<file path="config.mk">
export PLATFORM = sky130hd
export DESIGN_NAME = isqrt_hs
export DESIGN_NICKNAME = d
export VERILOG_FILES = /design/src/rtl/isqrt_pkg.sv /design/src/rtl/isqrt_step.sv /design/src/rtl/isqrt_hs.sv
export SDC_FILE = /design/constraint.sdc
export NUM_CORES = 1
export LEC_CHECK = 0
export BUFFER_PORTS_ARGS = -buffer_cell sky130_fd_sc_hd__buf_2
export CAP_MARGIN = 20
export CORE_MARGIN = 3
export CORE_UTILIZATION = 60
export DETAILED_ROUTE_END_ITERATION = 6
export GPL_TIMING_DRIVEN = 0
export PLACE_DENSITY = 0.82
export SETUP_SLACK_MARGIN = 0.05
export SLEW_MARGIN = 10
export SYNTH_ARGS = -nofsm -noshare
export SYNTH_HDL_FRONTEND = slang
export SYNTH_SLANG_ARGS = --single-unit
</file>
<file path="constraint.sdc">
create_clock -name clk -period 3.6 [get_ports clk]
set_input_delay 0.72 -clock clk [delete_from_list [all_inputs] [get_ports clk]]
set_output_delay 0.72 -clock clk [all_outputs]
set_load 0.02 [all_outputs]
</file>
<file path="src/rtl/isqrt_pkg.sv">
// Shared types and sizing helpers for the iterative integer square root.
package isqrt_pkg;

  typedef enum logic [1:0] {
    IDLE = 2'd0,
    RUN  = 2'd1,
    DONE = 2'd2
  } state_t;

  // Number of clocks spent in RUN for a given root width and digits per clock.
  function automatic int digit_steps(input int out_w, input int spc);
    return out_w / spc;
  endfunction

  function automatic int cnt_width(input int steps);
    return $clog2(steps + 1);
  endfunction

endpackage

</file>
<file path="src/rtl/isqrt_step.sv">
// One restoring square-root digit: brings in two radicand bits and resolves one root bit.
module isqrt_step #(
  parameter  int OUT_WIDTH = 16,
  localparam int RW        = OUT_WIDTH + 2
) (
  input  logic [RW-1:0]        rem,
  input  logic [OUT_WIDTH-1:0] root,
  input  logic [1:0]           bits,
  output logic [RW-1:0]        rem_nxt,
  output logic [OUT_WIDTH-1:0] root_nxt
);

  logic [RW-1:0] rem_sh;
  logic [RW-1:0] trial;
  logic          fits;
  logic          unused_rem_top;

  // Partial remainder never exceeds twice the partial root, so its top two bits
  // are always zero before the shift and can be dropped.
  assign rem_sh         = {rem[RW-3:0], bits};
  assign trial          = {root, 2'b01};
  assign fits           = (rem_sh >= trial);
  assign rem_nxt        = fits ? (rem_sh - trial) : rem_sh;
  assign root_nxt       = {root[OUT_WIDTH-2:0], fits};
  assign unused_rem_top = ^rem[RW-1:RW-2];

endmodule

</file>
<file path="src/rtl/isqrt_hs.sv">
// Iterative integer square root with valid/ready handshakes on both sides.
// Define ISQRT_ROUND_EN to round root_out to nearest (saturating); default is floor.
module isqrt_hs
  import isqrt_pkg::*;
#(
  parameter  int IN_WIDTH        = 32,
  parameter  int STEPS_PER_CYCLE = 1,
  parameter  int SIGNED_IN       = 1,
  localparam int OUT_WIDTH       = IN_WIDTH / 2
) (
  input  logic                 clk,
  input  logic                 rst_n,
  input  logic                 in_valid,
  output logic                 in_ready,
  input  logic [IN_WIDTH-1:0]  x_in,
  output logic                 out_valid,
  input  logic                 out_ready,
  output logic [OUT_WIDTH-1:0] root_out,
  output logic [OUT_WIDTH:0]   rem_out,
  output logic                 is_neg,
  output logic                 busy
);

  localparam int RW    = OUT_WIDTH + 2;
  localparam int NSTEP = digit_steps(OUT_WIDTH, STEPS_PER_CYCLE);
  localparam int CW    = cnt_width(NSTEP);

  state_t               state, state_nxt;
  logic [IN_WIDTH-1:0]  shreg;
  logic [RW-1:0]        rem_q;
  logic [OUT_WIDTH-1:0] root_q;
  logic [CW-1:0]        cnt;
  logic                 accept, x_neg, last_step;
  logic [OUT_WIDTH-1:0] root_fin;

  logic [RW-1:0]        rem_c  [STEPS_PER_CYCLE+1];
  logic [OUT_WIDTH-1:0] root_c [STEPS_PER_CYCLE+1];

  assign in_ready  = (state == IDLE);
  assign out_valid = (state == DONE);
  assign busy      = (state != IDLE);
  assign accept    = in_valid & in_ready;
  assign x_neg     = (SIGNED_IN != 0) && x_in[IN_WIDTH-1];
  assign last_step = (cnt == CW'(1));

  assign rem_c[0]  = rem_q;
  assign root_c[0] = root_q;

  // Each stage consumes the next two radicand bits from the top of the shift register.
  for (genvar i = 0; i < STEPS_PER_CYCLE; i++) begin : g_step
    isqrt_step #(.OUT_WIDTH(OUT_WIDTH)) u_step (
      .rem      (rem_c[i]),
      .root     (root_c[i]),
      .bits     (shreg[IN_WIDTH-1-2*i -: 2]),
      .rem_nxt  (rem_c[i+1]),
      .root_nxt (root_c[i+1])
    );
  end

`ifdef ISQRT_ROUND_EN
  // Round up when x exceeds r^2 + r; an all-ones root stays put instead of wrapping.
  always_comb begin
    root_fin = root_c[STEPS_PER_CYCLE];
    if ((rem_c[STEPS_PER_CYCLE] > RW'(root_c[STEPS_PER_CYCLE])) && !(&root_c[STEPS_PER_CYCLE]))
      root_fin = root_c[STEPS_PER_CYCLE] + 1'b1;
  end
`else
  logic unused_rem_msb;
  assign root_fin       = root_c[STEPS_PER_CYCLE];
  assign unused_rem_msb = rem_c[STEPS_PER_CYCLE][RW-1];
`endif

  // NOTE: sequential state uses non-blocking assignments so every register
  // samples pre-edge values regardless of statement order.
  always_ff @(posedge clk or negedge rst_n) begin
    if (!rst_n) state <= IDLE;
    else        state <= state_nxt;
  end

  // NOTE: next state defaults to the current state first, so no path through
  // the case leaves it unassigned and no latch is inferred.
  always_comb begin
    state_nxt = state;
    unique case (state)
      IDLE:    if (in_valid)  state_nxt = x_neg ? DONE : RUN;
      RUN:     if (last_step) state_nxt = DONE;
      DONE:    if (out_ready) state_nxt = IDLE;
      default: state_nxt = IDLE;
    endcase
  end

  always_ff @(posedge clk or negedge rst_n) begin
    if (!rst_n) begin
      shreg    <= '0;
      rem_q    <= '0;
      root_q   <= '0;
      cnt      <= '0;
      root_out <= '0;
      rem_out  <= '0;
      is_neg   <= 1'b0;
    end else if (accept) begin
      shreg  <= x_in;
      rem_q  <= '0;
      root_q <= '0;
      cnt    <= CW'(NSTEP);
      if (x_neg) begin
        root_out <= '0;
        rem_out  <= '0;
        is_neg   <= 1'b1;
      end
    end else if (state == RUN) begin
      shreg  <= shreg << (2 * STEPS_PER_CYCLE);
      rem_q  <= rem_c[STEPS_PER_CYCLE];
      root_q <= root_c[STEPS_PER_CYCLE];
      cnt    <= cnt - CW'(1);
      if (last_step) begin
        root_out <= root_fin;
        rem_out  <= rem_c[STEPS_PER_CYCLE][OUT_WIDTH:0];
        is_neg   <= 1'b0;
      end
    end
  end

endmodule

</file>
Word-level counts from Yosys, hierarchy flattened:

Index checks and enable logic that the tools add are counted.
Widths: inputs -> output; s select.

* register bits after elaboration: 105
* logic and storage cells: 51

* add/subtract/negate cells: 2
* magnitude comparators: 1
* equal/unequal tests: 7
* multiplexer cells: 26
* bitwise gates (word level): 1
* reduce and logical (&&, ||, !) cells: 6

Operators with widths (count)
* $mux 16: 8
* $mux 17: 5
* $mux 32: 2
* $ge 18x18->1: 1
* $sub 17x17->17: 1
* $mux 5: 2
* $mux 2: 4
* $ne 2x2->1 const B: 3
* $pmux 2 s3: 1
* $reduce_and 3->1: 2
* $reduce_bool 2->1: 3
* $eq 5x1->1 const B: 1
* $sub 5x1->5 const B: 1
* $mux 1: 4
* $eq 2x1->1 const B: 1
* $eq 2x2->1 const B: 1
* $logic_not 2->1: 1
* $ne 2x1->1 const B: 1
* $and 1x1->1: 1

Logic depth before layout (Yosys ltp):

Gate-level depths: netlist of run 1.

* depth in word-level cells: 5
* gate-level depth with buffers: 10
* depth with buffers taken out: 8

Hierarchy:

Synthesis of run 1 repeated with hierarchy kept, for this count alone.

* cell total of the unflattened synthesis: 620
* area, all modules: 5856.9 um^2

Modules (own cells, without submodules)
* isqrt_hs: instances 1, cells an instance 436, area each 4476.8 um^2, sequential area each 2677.6 um^2
* isqrt_step: instances 1, cells an instance 184, area each 1380.1 um^2, sequential area each 0.0 um^2

Least setup slack after synthesis of run 1:

No wires, ideal clock.

* path kind: reg2reg
* start: register rem_q[10]
* end: register rem_q[11]
* library setup time: 0.135 ns
* data arrival time: 2.132 ns
* data required time: 3.465 ns
* path slack: 1.333 ns
* stages on the path, launching flop included: 10
* buffers on the path: 2
* period minus slack after synthesis: 2.267 ns
* path through: dfrtp_1 > ha_1 > buf_2 > and4_4 > and3_4 > nand2_4 > o31a_4 > buf_2 > a32oi_1 > o31ai_1

* cells in the longest elaborated chain, start to end: 4

Ends and longest elaborated chain
* from (decl): RTL line isqrt_hs.sv:30 `logic [RW-1:0] rem_q;`
* from (signal assigned): RTL line isqrt_hs.sv:113 `rem_q <= rem_c[STEPS_PER_CYCLE];`
* $ge 18x18->1: RTL line isqrt_step.sv:22 `assign fits = (rem_sh >= trial);`
* $mux 17: RTL line isqrt_step.sv:23 `assign rem_nxt = fits ? (rem_sh - trial) : rem_sh;`
* $mux 16: RTL line isqrt_hs.sv:111 `end else if (state == RUN) begin`
* $mux 16: RTL line isqrt_hs.sv:101 `end else if (accept) begin`

No other way between the ends. The select of a mux whose other input is x is not followed.
A chain may end at the register's enable or synchronous reset.

Worst setup path in the final report of run 1:

* start: register root_q[0]
* end: register rem_out[14]

* cells in the longest elaborated chain, start to end: 5
* elaborated cells between the ends (all ways): 6
* those cells by class: 1 x add/sub; 1 x order compare; 4 x mux

Ends and longest elaborated chain
* from (decl): RTL line isqrt_hs.sv:31 `logic [OUT_WIDTH-1:0] root_q;`
* from (signal assigned): RTL line isqrt_hs.sv:114 `root_q <= root_c[STEPS_PER_CYCLE];`
* $sub 17x17->17 / $ge 18x18->1 (equally long branches): RTL line isqrt_step.sv:23, isqrt_step.sv:22
* $mux 17 (*): RTL line isqrt_step.sv:23
* $mux 17 (*): RTL line isqrt_hs.sv:116 `if (last_step) begin`
* $mux 17 (*): RTL line isqrt_hs.sv:111
* $mux 17 (*): RTL line isqrt_hs.sv:101
* to (signal assigned): RTL line isqrt_hs.sv:118 `rem_out <= rem_c[STEPS_PER_CYCLE][OUT_WIDTH:0];`
* to (decl): RTL line isqrt_hs.sv:19 `output logic [OUT_WIDTH:0] rem_out,`

Mark *: on every way between the ends. The rest lies on a longest branch, timed or not. The select of a mux whose other input is x is not followed.

==> results of run 1 <==
-- critical path: stages, from the launching register on --
cell	delay, ns
dfrtp_1	0.38
inv_1	0.09
ha_1	0.37
nor2b_1	0.17
o2111a_1	0.34
o31ai_1	0.68
a211oi_1	0.16
nor3_1	0.42
o21ai_1	0.11
-- where the power goes --
| part | internal, mW | switching, mW | total, mW |
|---|---|---|---|
| Clock | 0.265 | 0.436 | 0.701 |
| Combinational | 1.49 | 2.59 | 4.08 |
| Sequential | 1.63 | 0.245 | 1.87 |
| Total | 3.39 | 3.27 | 6.65 |
-- cells in the mapped netlist, types with 2 or more instances --
cell        n  area, sq um
nor2_1     75          282
a22o_1      5         43.8
or3_1       3         18.8
nand2b_1    5         31.3
nor4b_1     2         17.5
o22ai_1     3         18.8
dfrtp_1   105         2630
mux2i_1     8         80.1
nor2b_1     4         25.0
buf_2       6         30.0
ha_1       20          250
a31oi_1     3         18.8
xnor2_1     9         78.8
xor2_1      2         17.5
inv_1      57          214
a21o_1      5         37.5
nand2_1    51          191
nand4_1     3         18.8
o21ai_0    44          220
o21ai_1    28          140
clkbuf_1   29          109
a32oi_1     9         78.8
nand3_1    27          135
and2_1      2         12.5
o21a_1      4         30.0
a21oi_1    70          350
nor3_1      9         45.0
o211ai_1    4         30.0
o31ai_1     7         52.6
o311ai_0    3         26.3
-- cells by family after synthesis --
| kind of cell | after synthesis | share of synthesized area |
|---|---|---|
| AO/OA/AOI/OAI | 197 | 0.216 |
| multiplexers | 9 | 0.0165 |
| XOR/XNOR | 11 | 0.0175 |
| AND/OR/NAND/NOR | 193 | 0.161 |
| flip-flops | 105 | 0.476 |
| adder cells (fa/ha/maj) | 20 | 0.0453 |
| buffers and inverters | 94 | 0.0673 |
-- flip-flops by register name, summed over array words and instances, names as in the netlist --
register  count
shreg        32
rem_out      17
rem_q        16
root_out     16
root_q       16
cnt           5
state         2
is_neg        1
-- metrics by stage --
stage	utilization	cell area [sq um]	power (mW)	hold slack, ns
floorplan	-	5520	4.88	0.424
global route	0.705	6240	7.24	0.190
detailed placement	0.684	6050	5.92	0.464
finish	0.705	6240	6.65	0.188
global placement	0.680	6020	5.78	0.450
CTS	0.705	6240	6.63	0.191
-- layout by cell type, fill, tap and decap left out, types with 5 or more instances in the layout --
cell type	netlist	final
a21o_1	5	5
a21oi_1	70	70
a22o_1	5	5
a32oi_1	9	9
buf_2	6	77
clkbuf_1	29	29
clkbuf_8	0	9
dfrtp_1	105	105
ha_1	20	20
inv_1	57	57
mux2i_1	8	8
nand2_1	51	51
nand2b_1	5	5
nand3_1	27	27
nor2_1	75	75
nor3_1	9	9
o21ai_0	44	44
o21ai_1	28	28
o31ai_1	7	7
xnor2_1	9	9
-- how the worst min path moves through the flow --
| stage | to | depth (start not counted) | startpoint |
|---|---|---|---|
| 6_report | root_q[11] | 1 | rst_n |
| 3_5_place_dp | root_out[0] | 2 | root_out[0] |
| 3_3_place_gp | root_out[0] | 2 | root_out[0] |
| 2_1_floorplan | cnt[0] | 0 | rst_n |
| 5_1_grt | root_out[10] | 1 | rst_n |
| 4_1_cts | root_out[10] | 1 | rst_n |
-- cell type report --
type	count	area (sq um)
plain buffers	37	158
clock buffers	9	124
clock inverters	7	63.8
fillers	731	2610
inverters	57	214
multi-input cells	430	2520
flip-flops and latches	105	2630
well taps	108	135
repair buffers	73	394
-- layer usage --
layer / part of all wire / track usage / up-vias
met3: 0.069 / 0.0635 / 32
met2: 0.48 / 0.458 / 175
met5: 0 / 0 / -
li1: - / - / 2343
met1: 0.42 / 0.366 / 2298
met4: 0.027 / 0.104 / 0
==> metrics.cfg, run 1 <==
[outcome]
outcome=completed

[global_routing]
track_usage=0.279
antenna_found_initial=0
grt_overflow=0
grt_first_pass_wirelength_microns=22900
grt_max_degree=81
grt_pass1_vias=4755

[critical_path]
cp_data_arrival_time_ns=3.10
required_ns=3.85
rr_startpoint=root_q[0]
r2r_setup_slack_ns=0.76
cp-start-kind=flip-flop
crit_path_end_kind=flip-flop
critical_path_class=flip-flop to flip-flop
crit_end=rem_out[14]
reg2reg_depth=8
crit_fanout=5
startpoint=root_q[0]
reg2reg_to=rem_out[14]

[clock_network]
cts_inserted_buffers=9
cts_root_buf=clkbuf_8
clk_pin_slew_ns=0.10
ctsHtreeMaxLevel=3
post-cts-setup-buffer-count=0
clk_path_buf_depth=2
cts_resized=0
cts_hold_buf=0
clk_latency_ns=0.38
cts_tree=yes
clock-sinks=105

[floorplan]
fp.dieH_microns=102
dieArea_sq_um=10400
io_pins=73
rows=34
chipWidth_microns=102
start_util=0.624
placeableCoreArea_sq_um=8850

[placed_design]
io_buffers=72
dp_hpwl_microns=10000
preCtsSetupSlack_ns=0.881
dp.cells=810
gp_congestion=0.899

[route]
viasPerCell=5.87
route.detailed.drc=0
first_pass_iters=5
routedWlPerCell_microns=16.4
drt_wl_total_microns=13500
postRouteAntennaNets=0
via_count=4848
drt_iter0_markers=286

[final_layout]
syn_to_final_growth_pct=13.0
drive_above_1_share=0.148
fin_cells=826
nNetsFinal=769
antenna_cells=0

[synth]
synth_edf_count=0
netlist_area_sq_um=5520
ys_seq_elements=105
synth-main-ff-cell=dfrtp_1
synthCells=629
synthArstFlopShare=1.00
ys_seq_area_frac=0.476
synth-warning-count=0
synthDistinctLibCells=57
synthesis.nets=685
syn_area_per_cell_sq_um=8.78

[job]
maxCapViolCount=0

[timing]
tightest_slew_ns=0.785
timing.setup.tns_ns=0
finalHoldViolations=0
slew_violations=0
fin_skew_ns=0.0147
setup_viol=0
relSlewSlack=0.472
rsz0062_at_grt=false
final.setup.worst_slack_ns=0.758
fmax_ghz=0.352
layout_min_cycle_time_ns=2.84
fin_crit_sh=0.789

[worst_hold_path]
hp-class=input pin to async pin

[pwr]
p_per_area_nw_per_um2=1070
peakVddDrop_mv=0.474
p_leak_nw=3.04

Note: power is estimated with default switching activity, not from simulation.
==> inputs of run 2 (changes only) <==
--- a/config.mk
+++ b/config.mk
@@ -5,13 +5,14 @@
 export SDC_FILE = /design/constraint.sdc
 export NUM_CORES = 1
 export LEC_CHECK = 0
+export ABC_AREA = 1
 export BUFFER_PORTS_ARGS = -buffer_cell sky130_fd_sc_hd__buf_2
 export CAP_MARGIN = 20
 export CORE_MARGIN = 3
-export CORE_UTILIZATION = 60
+export CORE_UTILIZATION = 58
 export DETAILED_ROUTE_END_ITERATION = 6
 export GPL_TIMING_DRIVEN = 0
-export PLACE_DENSITY = 0.82
+export PLACE_DENSITY = 0.8
 export SETUP_SLACK_MARGIN = 0.05
 export SLEW_MARGIN = 10
 export SYNTH_ARGS = -nofsm -noshare
==> constraint.sdc (replaced) <==
create_clock -name clk -period 3 [get_ports clk]
set_input_delay 0.6 -clock clk [delete_from_list [all_inputs] [get_ports clk]]
set_output_delay 0.6 -clock clk [all_outputs]
set_load 0.02 [all_outputs]
==> run 2 against run 1 <==
  * Highest routed layer unchanged
  * Via count up 2.6%
  * Largest power group unchanged
  * Routed wire length up 5.4%
  * Synthesized cell count up 10%
  * Critical endpoint is now rem_q[12]
==> metrics.cfg, run 2 <==
[outcome]
outcome=completed

[floorplan]
fp.dieH_microns=104  ; +2.2%
placeableCoreArea_sq_um=9280  ; +4.9%
start_util=0.602  ; -0.0221
rows=35  ; +2.9%
io_pins=73  ; unchanged
chipWidth_microns=104  ; +2.2%
dieArea_sq_um=10800  ; +4.4%

[critical_path]
crit_path_top_delay_cell=dfrtp_1
critical_path_class=flip-flop to flip-flop
crit_buf_inv=1  ; unchanged
reg2reg_depth=11  ; +3
cp_top_family=simple AND/OR/NAND/NOR gates
crit_fanout=9  ; +4
reg2reg_to=rem_q[12]
required_ns=3.27  ; -0.58 ns
rr_startpoint=rem_q[11]
cp-start-kind=flip-flop
critPathMaxStageDelay_ns=0.44  ; -0.24 ns
cp_common_cell=nand2_1
r2r_setup_slack_ns=0.54  ; -0.22 ns
crit_chain=ha_1 > a21oi_1 > nand2_1 > nand2_1 > nand2_1 > nor2_4 > nand2_4 > inv_1 > nand2_1 > nand3_1 > nand2_1
crit_path_end_kind=flip-flop
cp_data_arrival_time_ns=2.73  ; -0.37 ns

[synth]
netlist_area_sq_um=5590  ; +1.2%
yosysTopAreaCellShare=0.470  ; -0.00565
ys_seq_area_frac=0.470  ; -0.00565
synthCells=692  ; +10%
syn_area_per_cell_sq_um=8.07  ; -8.0%
synth-warning-count=0  ; unchanged
ys_seq_elements=105  ; unchanged
yosysMostFrequentCell=nand2_1
synth_area_leaders=dfrtp_1 47%, nand2_1 15%, inv_1 7.8%
synth-main-ff-cell=dfrtp_1
synthDistinctLibCells=33  ; -42%
synthesis.nets=748  ; +9.2%
synth_top_area_cell=dfrtp_1
synth_edf_count=0  ; unchanged
synthArstFlopShare=1.00  ; unchanged
synthTopCellsByCount=218 x nand2_1, 116 x inv_1, 105 x dfrtp_1

[clock_network]
post-cts-setup-buffer-count=0  ; unchanged
cts_inserted_buffers=9  ; unchanged
ctsHtreeMaxLevel=3  ; unchanged
cts_resized=0  ; unchanged
clock-sinks=105  ; unchanged
clk_pin_slew_ns=0.10  ; about the same
cts_tree=yes
clk_latency_ns=0.38  ; about the same
cts_root_buf=clkbuf_8
cts_hold_buf=0  ; unchanged
clk_path_buf_depth=2  ; unchanged

[timing]
setup_viol=0  ; unchanged
fin_skew_ns=0.0123  ; -0.00239 ns
rsz0062_at_grt=false
layout_min_cycle_time_ns=2.46  ; -0.381 ns
whs_ns=0.0555  ; -0.133 ns
fmax_ghz=0.406  ; +15%
timing.setup.tns_ns=0  ; unchanged
fin_crit_sh=0.820  ; +0.0308
tightest_slew_ns=0.698  ; -0.0876 ns
relSlewSlack=0.535  ; +0.0629
finalHoldViolations=0  ; unchanged
slew_violations=0  ; unchanged

[final_layout]
syn_to_final_growth_pct=13.0  ; about the same
multiInputGateArea_sq_um=2370  ; -6.0%
drive_above_1_share=0.169  ; +0.0214
seq_area_sq_um=2630  ; unchanged
final_cell_mix=218 x nand2_1, 116 x inv_1, 105 x dfrtp_1
nFillCells=805  ; +10%
largest_registers=shreg: 32 flops, rem_out: 17 flops
antenna_cells=0  ; unchanged
nNetsFinal=832  ; +8.2%
largest_register=shreg
largest_reg_flops=32  ; unchanged
layout_commonest_cell=nand2_1

[route]
via_count=4974  ; +2.6%
met3WireLength_microns=815  ; -13%
routedWlPerCell_microns=15.7  ; -4.3%
postRouteAntennaNets=0  ; unchanged
viasPerCell=5.47  ; -6.9%
topRoutingLayerUsed=met4
drt_wl_total_microns=14300  ; +5.4%
wl_met1_microns=6080  ; +6.9%
route.detailed.drc=0  ; unchanged
drt_iter0_markers=297  ; +3.8%
wl_met2_microns=7020  ; +7.5%
first_pass_iters=5  ; unchanged

[placed_design]
gp_congestion=0.973  ; +8.2%
io_buffers=72  ; unchanged
dp_hpwl_microns=11000  ; +9.6%

[global_routing]
antenna_found_initial=0  ; unchanged
track_usage=0.278  ; -0.00136
grt_pass1_vias=4908  ; +3.2%
grt_first_pass_wirelength_microns=24000  ; +5.0%
grt_max_degree=83  ; +2.5%
grt_overflow=0  ; unchanged

[job]
maxCapViolCount=0  ; unchanged

[pwr]
peakVddDrop_mv=0.678  ; +43%
p_leak_nw=3.43  ; +13%
p_per_area_nw_per_um2=1290  ; +21%

[worst_hold_path]
hp-class=input pin to async pin

[run 2: layout make-up]
class / count / share of cell area
sequential: 105 / 0.416
clock inverter: 4 / 0.00436
buffer: 26 / 0.0206
tap: 129 / 0.0256
timing repair buffer: 73 / 0.0624
multi-input combinational: 439 / 0.375
inverter: 122 / 0.0725
clock buffer: 12 / 0.0230
[run 2: routing by layer]
layer,vias up,GRT usage
li1,2400,-
met1,2386,0.366
met3,21,0.0435
met2,167,0.471
met4,0,0.0931
met5,-,0
[run 2: how the worst max path moves through the flow]
stage	startpoint	end	depth (start not counted)
6_report	rem_q[11]	rem_q[12]	11
5_1_grt	rem_q[11]	rem_out[12]	11
4_1_cts	rem_q[11]	rem_q[12]	11
3_5_place_dp	rem_q[11]	rem_q[12]	11
3_3_place_gp	rst_n	rem_out[1]	1
2_1_floorplan	root_q[11]	rem_out[3]	11
[run 2: where the power goes]
group / switching [mW] / internal (mW)
registers: 0.281 / 1.96
clock network: 0.486 / 0.328
logic: 3.36 / 1.71
[run 2: per-stage QoR]
step,instance area (sq um),power (mW),setup slack [ns],util,instances
2_1_floorplan,5590,5.97,1.15,-,692
3_3_place_gp,6110,7.12,0.229,0.658,893
3_5_place_dp,6140,7.28,0.600,0.662,894
4_1_cts,6310,8.10,0.571,0.680,910
5_1_grt,6310,8.92,0.372,0.680,910
6_report,6310,8.12,0.540,0.680,910
[run 2: kinds of logic after synthesis]
group	Yosys count	synth area share
flops	105	0.470
buf+inv	148	0.105
fa+ha+maj	20	0.0448
compound gates	92	0.116
simple gates	319	0.251
xor+xnor	8	0.0125
[run 2: worst reg2reg max path, delay by kind of cell, from the launching register on]
| family | cells | cell delay [ns] |
|---|---|---|
| AOI/OAI and AO/OA | 1 | 0.26 |
| adders and majority gates | 1 | 0.38 |
| buffers and inverters | 1 | 0.28 |
| DFF | 1 | 0.44 |
| and+or+nand+nor | 8 | 1.00 |
